==> src/rtl/tof_pulse_detector.sv <==
// Time-of-flight pulse detector: finds the start pulse after arm, then reports each
// qualified stop pulse's peak amplitude and peak-to-peak delay from the start peak.
module tof_pulse_detector #(
  parameter int THRESH    = 40,
  parameter int HYST      = 8,
  parameter int MIN_WIDTH = 3,
  parameter int MAX_STOPS = 5,
  parameter int WINDOW    = 1000
) (
  input  logic        clk,
  input  logic        reset,
  input  logic [7:0]  sample,
  input  logic        arm,
  output logic        busy,
  output logic        stop_valid,
  output logic [2:0]  stop_idx,
  output logic [15:0] tof,
  output logic [7:0]  stop_amp,
  output logic [7:0]  start_amp,
  output logic        done,
  output logic [2:0]  stop_count,
  output logic        timeout
);

  localparam logic [7:0]  TH_HI   = 8'(THRESH);
  localparam logic [7:0]  TH_LO   = 8'(THRESH - HYST);
  localparam logic [7:0]  MIN_W   = 8'(MIN_WIDTH);
  localparam logic [2:0]  N_STOPS = 3'(MAX_STOPS);
  localparam logic [15:0] T_LAST  = 16'(WINDOW - 1);

  typedef enum logic [2:0] {
    S_IDLE,
    S_WAIT_START,
    S_IN_START,
    S_WAIT_STOP,
    S_IN_STOP
  } state_t;

  state_t      r_state;
  state_t      w_state_nxt;

  logic [15:0] r_t;
  logic [7:0]  r_peak;
  logic [15:0] r_peak_tag;
  logic [7:0]  r_width;
  logic [15:0] r_start_tag;
  logic        r_busy;
  logic        r_stop_valid;
  logic [2:0]  r_stop_idx;
  logic [15:0] r_tof;
  logic [7:0]  r_stop_amp;
  logic [7:0]  r_start_amp;
  logic        r_done;
  logic [2:0]  r_stop_count;
  logic        r_timeout;

  logic w_above;
  logic w_below;
  logic w_last;
  logic w_qualified;
  logic w_in_pulse;
  logic w_arm_accept;
  logic w_open;
  logic w_close_start;
  logic w_close_stop;
  logic w_finish_full;
  logic w_expire;
  logic w_done;

  assign w_above     = (sample >= TH_HI);
  assign w_below     = (sample < TH_LO);
  assign w_last      = (r_t == T_LAST);
  assign w_qualified = (r_width >= MIN_W);
  assign w_in_pulse  = (r_state == S_IN_START) || (r_state == S_IN_STOP);
  assign w_done      = w_finish_full | w_expire;

  always_ff @(posedge clk or negedge reset) begin
    if (!reset) r_state <= S_IDLE;
    // NOTE: sequential state uses non-blocking assignments so every flop samples pre-edge values.
    else        r_state <= w_state_nxt;
  end

  always_comb begin
    // NOTE: every comb output gets a default first, so no path can infer a latch.
    w_state_nxt   = r_state;
    w_arm_accept  = 1'b0;
    w_open        = 1'b0;
    w_close_start = 1'b0;
    w_close_stop  = 1'b0;
    w_finish_full = 1'b0;
    w_expire      = 1'b0;
    case (r_state)
      S_IDLE: begin
        if (arm) begin
          w_arm_accept = 1'b1;
          w_state_nxt  = S_WAIT_START;
        end
      end
      S_WAIT_START: begin
        if (w_above) begin
          w_open      = 1'b1;
          w_state_nxt = S_IN_START;
        end
      end
      S_IN_START: begin
        if (w_below) begin
          if (w_qualified) begin
            w_close_start = 1'b1;
            w_state_nxt   = S_WAIT_STOP;
          end else begin
            w_state_nxt = S_WAIT_START;
          end
        end
      end
      S_WAIT_STOP: begin
        if (w_above) begin
          w_open      = 1'b1;
          w_state_nxt = S_IN_STOP;
        end
      end
      S_IN_STOP: begin
        if (w_below) begin
          if (w_qualified) begin
            w_close_stop = 1'b1;
            if (r_stop_count + 3'd1 == N_STOPS) begin
              w_finish_full = 1'b1;
              w_state_nxt   = S_IDLE;
            end else begin
              w_state_nxt = S_WAIT_STOP;
            end
          end else begin
            w_state_nxt = S_WAIT_STOP;
          end
        end
      end
      default: w_state_nxt = S_IDLE;
    endcase
    // The expiry sample still closes and reports a pulse; only a full count beats the timeout.
    if ((r_state != S_IDLE) && w_last && !w_finish_full) begin
      w_expire    = 1'b1;
      w_state_nxt = S_IDLE;
    end
  end

  always_ff @(posedge clk or negedge reset) begin
    if (!reset) begin
      r_t          <= '0;
      r_peak       <= '0;
      r_peak_tag   <= '0;
      r_width      <= '0;
      r_start_tag  <= '0;
      r_busy       <= 1'b0;
      r_stop_valid <= 1'b0;
      r_stop_idx   <= '0;
      r_tof        <= '0;
      r_stop_amp   <= '0;
      r_start_amp  <= '0;
      r_done       <= 1'b0;
      r_stop_count <= '0;
      r_timeout    <= 1'b0;
    end else begin
      r_stop_valid <= w_close_stop;
      r_done       <= w_done;

      if (w_arm_accept) begin
        r_t          <= '0;
        r_start_amp  <= '0;
        r_stop_count <= '0;
        r_timeout    <= 1'b0;
        r_busy       <= 1'b1;
      end else if (r_state != S_IDLE) begin
        r_t <= r_t + 16'd1;
      end

      if (w_done)   r_busy    <= 1'b0;
      if (w_expire) r_timeout <= 1'b1;

      if (w_open) begin
        r_peak     <= sample;
        r_peak_tag <= r_t;
        r_width    <= 8'd1;
      end else if (w_in_pulse && !w_below) begin
        if (r_width != 8'hFF) r_width <= r_width + 8'd1;
        // Strict compare keeps the first of equal maxima.
        if (sample > r_peak) begin
          r_peak     <= sample;
          r_peak_tag <= r_t;
        end
      end

      if (w_close_start) begin
        r_start_amp <= r_peak;
        r_start_tag <= r_peak_tag;
      end

      if (w_close_stop) begin
        r_stop_idx   <= r_stop_count;
        r_tof        <= r_peak_tag - r_start_tag;
        r_stop_amp   <= r_peak;
        r_stop_count <= r_stop_count + 3'd1;
      end
    end
  end

  assign busy       = r_busy;
  assign stop_valid = r_stop_valid;
  assign stop_idx   = r_stop_idx;
  assign tof        = r_tof;
  assign stop_amp   = r_stop_amp;
  assign start_amp  = r_start_amp;
  assign done       = r_done;
  assign stop_count = r_stop_count;
  assign timeout    = r_timeout;

endmodule

==> config.mk <==
export PLATFORM = sky130hd
export DESIGN_NAME = tof_pulse_detector
export DESIGN_NICKNAME = d
export VERILOG_FILES = /design/src/rtl/tof_pulse_detector.sv
export SDC_FILE = /design/constraint.sdc
export NUM_CORES = 1
export LEC_CHECK = 0
export CAP_MARGIN = 15
export CORE_MARGIN = 1.5
export CORE_UTILIZATION = 25
export DETAILED_ROUTE_END_ITERATION = 8
export PLACE_DENSITY = 0.46
export RECOVER_POWER = 100
export SLEW_MARGIN = 40
export SYNTH_ARGS = -nofsm -noshare
export SYNTH_HDL_FRONTEND = slang
export SYNTH_SLANG_ARGS = --single-unit
==> constraint.sdc <==
create_clock -name clk -period 6.4 [get_ports clk]
set_input_delay 1.28 -clock clk [delete_from_list [all_inputs] [get_ports clk]]
set_output_delay 1.28 -clock clk [all_outputs]
set_load 0.01 [all_outputs]
==> impl_metrics.tcl, run 1 <==
set metrics [dict create \
    drc 0 \
    cp_cell_sequence "dlygate4sd3_1 > nor3_1 > nand2_1 > nor4b_4 > clkbuf_1 > mux2_2" \
    clk_pin_slew_worst_paths_ns 0.07 \
    clockBufferDepth 2 \
    hp-start "tof[4]" \
    gp_congestion 0.815 \
    grt_setup_unrepaired "false" \
    synth_nets 587 \
    whs_ns 0.474 \
    ioPinCount 53 \
    dp_hpwl_mm 8.85 \
    worst_r2r_path_depth 6 \
    routedWlPerCell_um 13.9 \
    r2r_setup_slack_ns 2.99 \
    cts_buffers 9 \
    die_area_sq_mm 0.0227 \
    max_stage_delay_ns 1.37 \
    critPathMaxFanout 46 \
    outcome "finished, violations left" \
    synthArstFlopShare_pct 100 \
    core_sq_mm 0.0212 \
    hp-class "reg2reg" \
    critPathSlowestCell "clkbuf_1" \
    die_h_um 151 \
    antenna_left 0 \
    setup_viol 0 \
    grt_max_degree 62 \
    avgSynthCellArea_sq_um 9.93 \
    finalPower_mw 2.33 \
    cts_max_level 3 \
    min_period_over_period_pct 67.5 \
    synth_top_cell_by_area "dfrtp_1" \
    max_slew.worst_pin.slew_ns 3.39 \
    r2r_start "r_width[0]" \
    ir_drop_mv 0.145 \
    violations "max-capacitance violations, max-slew violations" \
    seq_area_sq_mm 0.00273 \
    rows 53 \
    grt_pass1_wl_mm 20.7 \
    vias 4030 \
    final.setup.worst_slack_ns 2.08 \
    finalCriticalPeriod_ns 4.32 \
    crit_family "buffers and inverters" \
    dr.pass1.iters 4 \
    drive_above_1_share_pct 7.97 \
    crit_type "in2reg" \
    cts.sinks 109 \
    reg2reg_to "tof[13]" \
    finalWirelength_mm 12.2 \
    p_leak_nw 3.06 \
    drtIter0Drc 155 \
    nFillCells 2237 \
    io_buffers 52 \
    grt_pass1_vias 4001 \
    cts_root_buf "clkbuf_16" \
    ys_seq_area_share_pct 50.1 \
    cts_setup_buffers 0 \
    grt_overflow 0 \
    worstPathBufferInverterCount 2 \
    worstSetupStartpointType "input port" \
    whs_path_depth 1 \
    hold_viol 0 \
    vias_per_cell 4.60 \
    yosysUniqueCellTypes 56 \
    synthCells 548 \
    fin_skew_ns 0.00902 \
    track_usage_pct 11.6 \
    synth_warnings 0 \
    clock_latency_ns 0.35 \
    worst_ep_required_time_ns 6.64 \
    ys_top_cells_by_area "dfrtp_1 50%, nand2_1 6.8%, ha_1 6.2%, o21ai_0 6.2%, mux2_2 5.4%" \
    worst-path-stages 6 \
    start_util_pct 25.7 \
    worstHoldEndpoint "tof[4]" \
    cts_tree "yes" \
    synth_ff_type "dfrtp_1" \
    layout.nets 636 \
    grt_antenna_before_repair 0 \
    power_density_mw_per_mm2 361 \
    syn-cell-area_sq_mm 0.00544 \
    worstPathArrival_ns 4.55 \
    die_x_um 151 \
    relSlewSlack_pct -126 \
    synth-edff-count 0 \
    setup_tns_ns 0 \
    max_freq_ghz 0.232 \
    n_antenna_cell 0 \
    preCtsSetupSlack_ns 2.60 \
    timing.max_cap.violations 2 \
    cp-end-kind "register" \
    multi_input_area_sq_mm 0.00246 \
    ys_ff_latch 109 \
    cts_hold_buf 0 \
    yosys.area.top_type_share_pct 50.1 \
    syn2layout_area_growth_pct 18.8 \
    post_cts_resized 0 \
    slew_violations 109 \
]
==> final cells by class <==
type                            count  share of cell area, %
Clock buffer                        9                   3.48
Clock inverter                      7                  0.774
Inverter                           32                   1.86
Multi-Input combinational cell    388                   38.1
Sequential cell                   109                   42.2
Tap cell                          275                   5.32
Timing Repair Buffer               57                   8.30
==> per-layer routing <==
metal	part of all wire, %	global-route usage (%)	vias to the layer above
met5	0	0	-
met4	0.76	2.35	0
met3	4.1	3.30	8
met2	44	17.6	86
met1	51	16.2	1946
li1	-	-	1990
==> cell usage after synthesis (7+ instances only) <==
cell type	n
a21oi_1	18
buf_2	7
clkbuf_1	8
dfrtp_1	109
ha_1	27
inv_1	31
mux2_2	26
mux2i_1	8
nand2_1	99
nand3_1	12
nand4_1	10
nor2_1	28
o21ai_0	67
xnor2_1	12
xor2_1	10
==> where the power goes <==
part | internal, mW | switching [mW]
combinational | 0.375 | 0.469
sequential | 0.844 | 0.117
clock | 0.265 | 0.264
==> registers in the layout (all words and copies together) (netlist names) <==
name / cells
busy: 1
done: 1
r_peak: 8
r_peak_tag: 16
r_start_tag: 16
r_state: 3
r_t: 16
r_width: 8
start_amp: 8
stop_amp: 8
stop_count: 3
stop_idx: 3
stop_valid: 1
timeout: 1
tof: 16
==> logic make-up (layout without fill, tap and decap cells) <==
| group | count (synthesis) | after routing | synth area share, % |
|---|---|---|---|
| compound gates | 117 | 117 | 12.8 |
| xor+xnor | 22 | 22 | 3.54 |
| fa+ha+maj | 28 | 28 | 6.57 |
| buf+inv | 51 | 105 | 4.09 |
| flops | 109 | 109 | 50.1 |
| mux | 34 | 34 | 6.85 |
| simple gates | 187 | 187 | 16.1 |
==> worst reg2reg max path, delay by kind of cell (launching register included) <==
family | cells | cell delay, ns
fa+ha+maj | 1 | 0.24
compound gates | 2 | 1.12
buf+inv | 1 | 0.79
flops | 1 | 0.40
simple gates | 2 | 0.75
==> cells in the final DEF, fill, tap and decap left out, types with 3 or more instances in the layout <==
cell type	synthesis	layout
a21oi_1	18	18
a31oi_1	1	3
and3_1	6	6
clkbuf_1	8	5
clkbuf_16	0	9
clkdlybuf4s50_1	0	6
clkinvlp_4	0	3
dfrtp_1	109	109
dlygate4sd3_1	0	45
ha_1	27	27
inv_1	31	32
mux2_2	26	26
mux2i_1	8	8
nand2_1	99	99
nand2b_1	6	6
nand3_1	12	12
nand4_1	10	10
nor2_1	28	28
nor2b_1	4	4
nor3_1	4	4
o211ai_1	4	5
o21a_1	5	5
o21ai_0	67	69
or3_1	6	6
xnor2_1	12	12
xor2_1	10	10
==> stage by stage <==
step / util, % / cell area (sq um) / std cells
after floorplan: - / 5440 / 548
after global placement: 29.4 / 6230 / 860
after detailed placement: 29.4 / 6250 / 861
after CTS: 30.7 / 6520 / 877
after global routing: 30.5 / 6460 / 877
final: 30.5 / 6460 / 877
==> worst max-delay path by stage <==
stage          slack (ns)       from               to
6_report             2.08  sample[6]  r_start_tag[15]
5_1_grt              1.56      reset  r_start_tag[14]
4_1_cts              2.98  sample[1]    r_peak_tag[5]
2_1_floorplan        3.40  sample[1]        r_peak[0]
3_5_place_dp         2.60  sample[1]    r_peak_tag[8]
3_3_place_gp         2.66  sample[1]    r_peak_tag[2]
(Power assumes the default switching activity.)
==> run 2: changes to the inputs <==
- PLACE_DENSITY: 0.46 -> 0.48
- clock period: 6.4 -> 3.8 ns (I/O delays scaled with it)
==> run 2 against run 1 <==
Sequential power is 68% higher. Largest cell class unchanged. Sequential share of layout area shrank 0.46 points. Routed wire length fell by 1.8%. Sequential cell count unchanged. Worst hold slack got worse by 0.0026 ns. Combinational power grew 71%. The run still ends with max-capacitance violations, max-slew violations left. Power rose by 71%. Cell area up 1.1%. Utilization rose by 0.34 points. Die area stayed put.
==> impl_metrics.tcl, run 2 (same netlist as run 1, synthesis figures left out) <==
set metrics [dict create \
    outcome "finished, violations left" \
    violations "max-capacitance violations, max-slew violations" \
    track_usage_pct 11.5 \
    vias_per_cell 4.57 \
    drtIter0Drc 184 \
    final.setup.worst_slack_ns 0.770 \
    max_stage_delay_ns 0.65 \
    max_freq_ghz 0.330 \
    p_leak_nw 3.10 \
    cp-end-kind "register" \
    grt_pass1_wl_mm 20.6 \
    post_cts_resized 0 \
    grt_max_degree 77 \
    finalCriticalPeriod_ns 3.03 \
    critPathSlowestCell "nor4b_4" \
    cts_setup_buffers 0 \
    grt_pass1_vias 3970 \
    drive_above_1_share_pct 8.75 \
    clock_latency_ns 0.35 \
    cts_max_level 3 \
    rows 53 \
    preCtsSetupSlack_ns 0.701 \
    grt_setup_unrepaired "false" \
    finalWirelength_mm 12.0 \
    vias 4026 \
    antenna_left 0 \
    worst_r2r_path_depth 7 \
    min_period_over_period_pct 79.7 \
    routedWlPerCell_um 13.6 \
    relSlewSlack_pct -30.1 \
    clockBufferDepth 2 \
    slew_violations 77 \
    dp_hpwl_mm 8.82 \
    drc 0 \
    ir_drop_mv 0.217 \
    io_buffers 52 \
    cts_buffers 9 \
    power_density_mw_per_mm2 612 \
    cts_root_buf "clkbuf_16" \
    dr.pass1.iters 5 \
    cts_tree "yes" \
    clk_pin_slew_worst_paths_ns 0.07 \
    hp-class "reg2reg" \
    fin_skew_ns 0.0113 \
    n_antenna_cell 0 \
    critPathMaxFanout 16 \
    die_x_um 151 \
    layout.nets 640 \
    worstPathArrival_ns 3.24 \
    ioPinCount 53 \
    worst-path-stages 6 \
    cts.sinks 109 \
    worstSetupStartpointType "input port" \
    max_slew.worst_pin.slew_ns 1.95 \
    nFillCells 2210 \
    core_sq_mm 0.0212 \
    worstPathBufferInverterCount 2 \
    die_h_um 151 \
    gp_congestion 0.855 \
    start_util_pct 25.7 \
    whs_path_depth 2 \
    die_area_sq_mm 0.0227 \
    multi_input_area_sq_mm 0.00248 \
    cts_hold_buf 0 \
    timing.max_cap.violations 1 \
    crit_type "in2reg" \
    final_cell_mix "109 x dfrtp_1, 99 x nand2_1, 69 x o21ai_0" \
    cp_cell_sequence "dlygate4sd3_1 > nor3_4 > nand2_1 > nor4b_4 > clkbuf_1 > o21ai_0" \
    layout_commonest_cell "dfrtp_1" \
    worst_ep_required_time_ns 4.01 \
    crit_family "buffers and inverters" \
    grt_overflow 0 \
    hold_viol 0 \
    grt_antenna_before_repair 0 \
    setup_viol 0 \
    syn2layout_area_growth_pct 20.1 \
    setup_tns_ns 0 \
    seq_area_sq_mm 0.00273 \
]
-- run 2: final cells by class --
type,instances,area share (%)
Inverter,32,1.84
Multi-Input combinational cell,388,38.0
Timing Repair Buffer,61,8.59
Clock buffer,9,3.45
Clock inverter,7,1.13
Sequential cell,109,41.7
Tap cell,275,5.26
-- run 2: power by group --
part / switching [mW] / leakage (nW) / internal [mW]
registers: 0.190 / 1.43 / 1.42
clock network: 0.432 / 0.146 / 0.515
logic: 0.805 / 1.52 / 0.640
total: 1.43 / 3.10 / 2.58
-- run 2: layer usage --
metal	part of all wire, %	GRT usage [%]
met1	51	16.3
met4	0.87	3.19
met2	45	17.3
met5	0	0
met3	3.0	2.70
-- run 2: through the flow --
stage               instances  total power, mW  area (sq um)  hold WS (ns)  util (%)
detailed placement        865             3.15          6270         0.468      29.6
finish                    881             4.00          6540         0.471      30.8
global route              881             4.35          6540         0.500      30.8
CTS                       881             4.13          6570         0.463      31.0
global placement          865             3.11          6270         0.464      29.6
floorplan                 548             2.67          5440         0.464         -
-- run 2: path summary, 6_finish.rpt --
kind | startpoint | endpoint | slack [ns]
max | sample[6] | start_amp[2] | 0.77
min | tof[12] | tof[12] | 0.47
max reg2reg | r_width[0] | tof[13] | 0.94
min reg2reg | tof[12] | tof[12] | 0.47
max in group asynchronous | reset | r_peak_tag[6] | 1.33
min in group asynchronous | reset | stop_amp[6] | 0.93
-- run 2: tightest hold or removal path, stage by stage (launching register included) --
cell	delay (ns)
dfrtp_1	0.34
nand2_1	0.04
o21ai_0	0.05
